==> src/rtl/i2s_pkg.sv <==
// Shared types and sizing helpers for the I2S transmit path.
package i2s_pkg;

    localparam int unsigned DEF_DATA_W = 16;
    localparam int unsigned DEF_SLOT_W = 32;

    typedef enum logic {
        LEFT  = 1'b0,
        RIGHT = 1'b1
    } chan_e;

    function automatic int unsigned bit_cnt_w(input int unsigned slot_w);
        return $clog2(2 * slot_w);
    endfunction

endpackage

==> src/rtl/i2s_bclk_gen.sv <==
// BCLK generator: divides clk by BCLK_DIV into a registered 50% duty bit clock and
// flags the clk cycle that precedes each BCLK falling edge.
module i2s_bclk_gen #(
    parameter int unsigned BCLK_DIV = 8
) (
    input  logic clk,
    input  logic rst,
    output logic o_bclk,
    output logic o_fall_tick
);

    localparam int unsigned     DIV_W   = $clog2(BCLK_DIV);
    localparam logic [DIV_W-1:0] RISE_AT = DIV_W'(BCLK_DIV / 2 - 1);
    localparam logic [DIV_W-1:0] FALL_AT = DIV_W'(BCLK_DIV - 1);

    logic [DIV_W-1:0] r_div_cnt;
    logic             r_bclk;
    logic             w_rise_tick;
    logic             w_fall_tick;

    assign w_rise_tick = (r_div_cnt == RISE_AT);
    assign w_fall_tick = (r_div_cnt == FALL_AT);
    assign o_bclk      = r_bclk;
    assign o_fall_tick = w_fall_tick;

    always_ff @(posedge clk or posedge rst) begin
        if (rst) begin
            r_div_cnt <= '0;
            r_bclk    <= 1'b0;
        end else begin
            r_div_cnt <= w_fall_tick ? '0 : r_div_cnt + DIV_W'(1);
            if (w_rise_tick) begin
                r_bclk <= 1'b1;
            end else if (w_fall_tick) begin
                r_bclk <= 1'b0;
            end
        end
    end

endmodule

==> src/rtl/i2s_tx_ser.sv <==
// Philips I2S transmit serializer with a one-pair holding buffer.
// Define I2S_TX_UNDERRUN_CNT_EN to add the saturating underrun_cnt output.
module i2s_tx_ser
    import i2s_pkg::*;
#(
    parameter int unsigned BCLK_DIV = 8,
    parameter int unsigned DATA_W   = DEF_DATA_W,
    parameter int unsigned SLOT_W   = DEF_SLOT_W
) (
    input  logic              clk,
    input  logic              rst,
    input  logic [DATA_W-1:0] in_left,
    input  logic [DATA_W-1:0] in_right,
    input  logic              in_valid,
    output logic              in_ready,
    output logic              bclk,
    output logic              lrck,
    output logic              sdata,
    output logic              underrun
`ifdef I2S_TX_UNDERRUN_CNT_EN
    ,
    output logic [15:0]       underrun_cnt
`endif
);

    localparam int unsigned       FRAME_W  = 2 * SLOT_W;
    localparam int unsigned       CNT_W    = bit_cnt_w(SLOT_W);
    localparam logic [CNT_W-1:0]  CNT_LAST = CNT_W'(FRAME_W - 1);
    localparam logic [CNT_W-1:0]  R_FIRST  = CNT_W'(SLOT_W - 1);
    localparam logic [CNT_W-1:0]  R_LAST   = CNT_W'(FRAME_W - 2);

    logic                r_full;
    logic [DATA_W-1:0]   r_buf_l;
    logic [DATA_W-1:0]   r_buf_r;
    logic [CNT_W-1:0]    r_bit_cnt;
    logic [FRAME_W-1:0]  r_shift;
    chan_e               r_lrck;
    logic                r_sdata;
    logic                r_underrun;

    logic                w_fall_tick;
    logic                w_frame_load;
    logic                w_xfer;
    logic                w_underrun_set;
    logic [CNT_W-1:0]    w_bit_nxt;
    chan_e               w_lrck_nxt;
    logic [FRAME_W-1:0]  w_load_word;

    i2s_bclk_gen #(
        .BCLK_DIV (BCLK_DIV)
    ) u_bclk_gen (
        .clk         (clk),
        .rst         (rst),
        .o_bclk      (bclk),
        .o_fall_tick (w_fall_tick)
    );

    assign w_bit_nxt      = (r_bit_cnt == CNT_LAST) ? '0 : r_bit_cnt + CNT_W'(1);
    assign w_frame_load   = w_fall_tick && (r_bit_cnt == CNT_LAST);
    assign w_xfer         = in_valid && !r_full;
    assign w_underrun_set = w_frame_load && !r_full;
    // One-bit I2S delay: LRCK flips on the last bit of the preceding slot.
    assign w_lrck_nxt     = ((w_bit_nxt >= R_FIRST) && (w_bit_nxt <= R_LAST)) ? RIGHT : LEFT;

    // Each channel is MSB-aligned in its slot; the slot tail is zero padding.
    always_comb begin
        w_load_word = '0;
        if (r_full) begin
            w_load_word[FRAME_W-1 -: DATA_W] = r_buf_l;
            w_load_word[SLOT_W-1 -: DATA_W]  = r_buf_r;
        end
    end

    always_ff @(posedge clk or posedge rst) begin
        if (rst) begin
            r_full    <= 1'b0;
            r_buf_l   <= '0;
            r_buf_r   <= '0;
        end else if (w_xfer) begin
            r_full    <= 1'b1;
            r_buf_l   <= in_left;
            r_buf_r   <= in_right;
        end else if (w_frame_load) begin
            r_full    <= 1'b0;
        end
    end

    always_ff @(posedge clk or posedge rst) begin
        if (rst) begin
            r_bit_cnt  <= CNT_LAST;
            r_shift    <= '0;
            r_lrck     <= LEFT;
            r_sdata    <= 1'b0;
            r_underrun <= 1'b0;
        end else begin
            r_underrun <= w_underrun_set;
            if (w_fall_tick) begin
                r_bit_cnt <= w_bit_nxt;
                r_lrck    <= w_lrck_nxt;
                if (w_frame_load) begin
                    r_sdata <= w_load_word[FRAME_W-1];
                    r_shift <= {w_load_word[FRAME_W-2:0], 1'b0};
                end else begin
                    r_sdata <= r_shift[FRAME_W-1];
                    r_shift <= {r_shift[FRAME_W-2:0], 1'b0};
                end
            end
        end
    end

`ifdef I2S_TX_UNDERRUN_CNT_EN
    logic [15:0] r_urun_cnt;

    always_ff @(posedge clk or posedge rst) begin
        if (rst) begin
            r_urun_cnt <= '0;
        end else if (w_underrun_set && (r_urun_cnt != 16'hFFFF)) begin
            r_urun_cnt <= r_urun_cnt + 16'd1;
        end
    end

    assign underrun_cnt = r_urun_cnt;
`endif

    assign in_ready = !r_full;
    assign lrck     = r_lrck;
    assign sdata    = r_sdata;
    assign underrun = r_underrun;

endmodule
==> config.mk <==
export PLATFORM = sky130hd
export DESIGN_NAME = i2s_tx_ser
export DESIGN_NICKNAME = d
export VERILOG_FILES = /design/src/rtl/i2s_pkg.sv /design/src/rtl/i2s_bclk_gen.sv /design/src/rtl/i2s_tx_ser.sv
export SDC_FILE = /design/constraint.sdc
export NUM_CORES = 1
export LEC_CHECK = 0
export BUFFER_PORTS_ARGS = -buffer_cell sky130_fd_sc_hd__buf_2
export CORE_MARGIN = 10
export CORE_UTILIZATION = 30
export CTS_BUF_LIST = sky130_fd_sc_hd__clkbuf_16
export DETAILED_ROUTE_END_ITERATION = 10
export GPL_TIMING_DRIVEN = 0
export PLACE_DENSITY = 0.57
export SLEW_MARGIN = 20
export SYNTH_ARGS = -nofsm -noshare
export SYNTH_HDL_FRONTEND = slang
export SYNTH_HIERARCHICAL = 1
export SYNTH_SLANG_ARGS = --single-unit
==> constraint.sdc <==
create_clock -name clk -period 7.41 [get_ports clk]
set_input_delay 1.482 -clock clk [delete_from_list [all_inputs] [get_ports clk]]
set_output_delay 1.482 -clock clk [all_outputs]
set_load 0.05 [all_outputs]
# --- After elaboration in Yosys (flattened, before gate mapping) ---
# Index checks and enable logic that the tools add are counted.
classes:
  addsub: 2
  multipliers: 0
  div_mod_pow: 0
  magnitude_cmp: 2
  eq_ne: 3
  n_shift: 0
  n_mux: 11
  bitwise: 0
  reduce_logical: 7
ops:
  columns: ["operator", "n"]
  rows:
  - ["64-bit two-way mux", 1]
  - ["16-bit two-way mux", 2]
  - ["6-bit by 1-bit adder with 6-bit output (second input constant)", 1]
  - ["6-bit equality test (second input constant)", 1]
  - ["6-bit by 5-bit >= comparator with 1-bit output (second input constant)", 1]
  - ["6-bit less-or-equal comparator (second input constant)", 1]
  - ["1-bit two-way mux", 6]
  - ["6-bit two-way mux", 1]
  - ["1-bit logical AND", 4]
  - ["2-bit nonzero test", 2]
  - ["3-bit by 1-bit adder with 3-bit output (second input constant)", 1]
  - ["3-bit by 2-bit equality test with 1-bit output (second input constant)", 1]
  - ["3-bit equality test (second input constant)", 1]
  - ["3-bit two-way mux", 1]
  - ["1-bit zero test", 1]
totals:
  register_bits: 110
  latch_bits: 0
  ram_bits: 0
  mem_bits_ro: 0
  in_bits: 35
  out_inout_bits: 5
  elab_cells: 35
  memories: 0

# --- Longest topological paths before layout ---
logic_depth:
  word_depth: 5
  ltp_mapped: 7
  mapped_depth_nobuf: 6

# --- Modules after synthesis ---
# The synthesis kept the hierarchy.
modules_own_cells:
  columns: ["mod", "instances", "cells_each", "area_per_inst_um2", "seq_area_each_um2"]
  rows:
  - ["i2s_tx_ser", 1, 367, 3827.4, 2234.6]
  - ["i2s_bclk_gen", 1, 14, 170.2, 100.1]

# --- Least setup slack after synthesis ---
# No wires, ideal clock.
synth_timing:
  kind: "reg-to-output"
  from: "register r_full"
  to: "output port in_ready"
  t_arrival_ns: 1.012
  t_required_ns: 5.928
  setup_slack_ns: 4.916
  path_stages_with_launch: 4
  n_path_buf: 2
  path_cell_list: "dfrtp_1 buf_2 buf_1 inv_1"
synth_via:
  elab_chain_len: 1
synth_lines:
  columns: ["item", "line", "rtl"]
  rows:
  - ["start: declaration", "i2s_tx_ser.sv:32", "logic r_full;"]
  - ["start signal: assignment", "i2s_tx_ser.sv:76", "r_full <= 1'b0;"]
  - ["start signal: assignment", "i2s_tx_ser.sv:80", "r_full <= 1'b1;"]
  - ["start signal: assignment", "i2s_tx_ser.sv:84", "r_full <= 1'b0;"]
  - ["1-bit zero test", "i2s_tx_ser.sv:125", "assign in_ready = !r_full;"]
  - ["end: declaration", "i2s_tx_ser.sv:15", "output logic in_ready,"]
# Every way passes these cells.

# --- Final worst setup path ---
# Ends and elaborated chain as after synthesis.

==> flow_summary.toml <==
[detailed_routing]
drtIter0Drc = 208
vias = 2887
ant_nets = 0
wl_met3_um = 287
top_layer_used = "met4"
drc = 0
viasPerCell = 4.71
dr.pass1.iters = 4
wl_met2_mm = 4.08
post_drt_wl_per_cell_um = 14.1
routed_wirelength_mm = 8.64
m1WireLength_mm = 4.04

[yosys]
yosysMostFrequentCell = "dfrtp_1"
synth.top_cells.by_count = "87 x dfrtp_1, 51 x nand3_1, 35 x nand2_1"
synth-main-ff-cell = "dfrtp_1"
ys_seq_area_share_pct = 58.4
yosysWarnings = 6
synth_seq_cells = 93
avgSynthCellArea_um2 = 10.5
netlist_top_cells_area = "dfrtp_1 54%, mux2_2 9.0%, nand3_1 6.4%"
yosys.area.top_type = "dfrtp_1"
syn_nets = 422
synth_edf_count = 0
syn_inst = 381
post-synth-top-area-fraction_pct = 54.5
post_synth_num_cell_types = 33
netlist_area_um2 = 4000
async_flop_share_pct = 100

[clock_tree]
tritoncts = "done"
cts_resized = 0
numCtsBuffers = 9
clock_sinks = 93
clock_latency_ns = 0.34
cts_setup_buffers = 0
clockRootBuffer = "clkbuf_16"
path_clk_slew_ns = 0.07
h-tree-depth = 3
cts_hold_buf = 0
clockBufferDepth = 2

[critical_path]
end_kind = "output port"
critPathArrivalTime_ns = 1.63
worstPathMaxFanout = 10
r2r_start = "u_bclk_gen/r_div_cnt[0]"
reg2reg_to = "r_shift[25]"
startpoint_type = "flip-flop"
crit_type = "reg2out"
crit_required_ns = 5.93
r2r_setup_slack_ns = 5.27
r2r_cells = 6

[layout]
drive_gt1_share_pct = 24.9
syn2layout_area_growth_pct = 19.0
final_area_um2 = 4760
antennaDiodeCount = 0
fillCellCount = 1368
final_net_count = 473

[grt]
grt_max_degree = 56
track_usage_pct = 9.93
overflow = 0
grt_pass1_vias = 2999
grt_pass1_wl_mm = 14.7
antenna_found_initial = 0

[hold_path]
hold_depth = 1
min_to = "u_bclk_gen/r_div_cnt[0]"
min_from = "u_bclk_gen/r_div_cnt[0]"
hold_class = "reg2reg"

[die]
dieHeight_um = 135
die_w_um = 135
rows = 42
die_area_um2 = 18300
design.core.area_um2 = 13100
start_util_pct = 30.4
ioPinCount = 40

[timing]
fin_tns_setup_ns = 0
fmax_mhz = 322
relSlewSlack_pct = 67.1
slew_violations = 0
rsz0062_at_grt = "no"
worst_clock_skew_ns = 0.00519
fin_crit_sh_pct = 41.9
fin_crit_ns = 3.11
tightest_slew_ns = 0.493
setup_viol = 0
fin_hold_ws_ns = 0.433
hold_violations = 0

[placement]
hpwl_mm = 5.99
place_area_um2 = 4440
gp_routability_congestion = 0.764
portBuffers = 39

[status]
outcome = "complete, no violations"

[power_and_ir_drop]
p_leak_nw = 2.04
ir_worst_vdd_uv = 132
p_per_area_nw_per_um2 = 252

[run]
maxCapViolCount = 0
## per-stage QoR
step	power [mW]	utilization (%)	setup WS [ns]	std cells
3_5_place_dp	0.730	33.8	4.63	597
2_1_floorplan	0.689	-	3.63	381
6_report	1.20	36.2	4.30	613
4_1_cts	1.22	36.2	4.25	613
5_1_grt	1.25	36.2	4.15	613
3_3_place_gp	0.722	33.6	2.50	596
## worst max-delay path by stage
| stage | startpoint | to | slack [ns] |
|---|---|---|---|
| floorplan | rst | lrck | 3.63 |
| detailed placement | r_full | in_ready | 4.63 |
| CTS | r_full | in_ready | 4.25 |
| finish | r_full | in_ready | 4.30 |
| global placement | rst | r_buf_l[8] | 2.50 |
| global route | r_full | in_ready | 4.15 |
## critical path, stage by stage (launching register included)
cell     delay [ns]
dfrtp_1        0.31
buf_2          0.22
buf_1          0.42
inv_1          0.10
buf_2          0.23
## flip-flops by register name (all words and copies together), names as in the netlist
| signal | cells |
|---|---|
| r_bit_cnt | 6 |
| r_buf_l | 16 |
| u_bclk_gen/o_bclk | 1 |
| lrck | 1 |
| r_buf_r | 16 |
| r_shift | 47 |
| underrun | 1 |
| u_bclk_gen/r_div_cnt | 3 |
| sdata | 1 |
| r_full | 1 |
## area by class of cell
cell class,count,area (µm²),area share [%]
tap,176,220,4.63
clock buffer,9,225,4.73
timing repair buffer,40,223,4.68
clock inverter,7,90.1,1.89
inverter,25,96.3,2.02
sequential,93,2330,49.1
buffer,29,145,3.05
multi-input combinational,234,1420,29.9
## power breakdown
part | internal (mW) | switching [mW]
sequential | 0.576 | 0.0378
combinational | 0.0619 | 0.0399
clock | 0.294 | 0.189
total | 0.932 | 0.267
## metal layers
layer,track usage [%],vias up
met1,12.7,1425
met2,15.4,49
met3,1.74,12
met4,5.86,0
li1,-,1401
met5,0,-
## cell usage in the layout (no fill, tap or decap), types with 5 or more instances in the layout
| master | n |
|---|---|
| dfrtp_1 | 87 |
| nand3_1 | 51 |
| buf_2 | 47 |
| nand2_1 | 35 |
| nor2_1 | 34 |
| a31oi_1 | 32 |
| mux2_2 | 32 |
| inv_1 | 24 |
| o21ai_0 | 17 |
| clkbuf_1 | 12 |
| clkbuf_16 | 9 |
| ha_1 | 6 |
| dfstp_2 | 6 |
| buf_1 | 5 |
| o21ai_1 | 5 |
## cells by family (layout without fill, tap and decap cells)
group | count (synthesis) | after routing | synth area share, %
AND/OR/NAND/NOR | 132 | 132 | 15.1
flip-flops | 93 | 93 | 58.4
AO/OA/AOI/OAI | 61 | 61 | 9.01
buffers and inverters | 54 | 110 | 5.98
multiplexers | 32 | 32 | 9.01
adder cells (fa/ha/maj) | 6 | 6 | 1.88
XOR/XNOR | 3 | 3 | 0.657
Power figures use the tool's default switching activity.
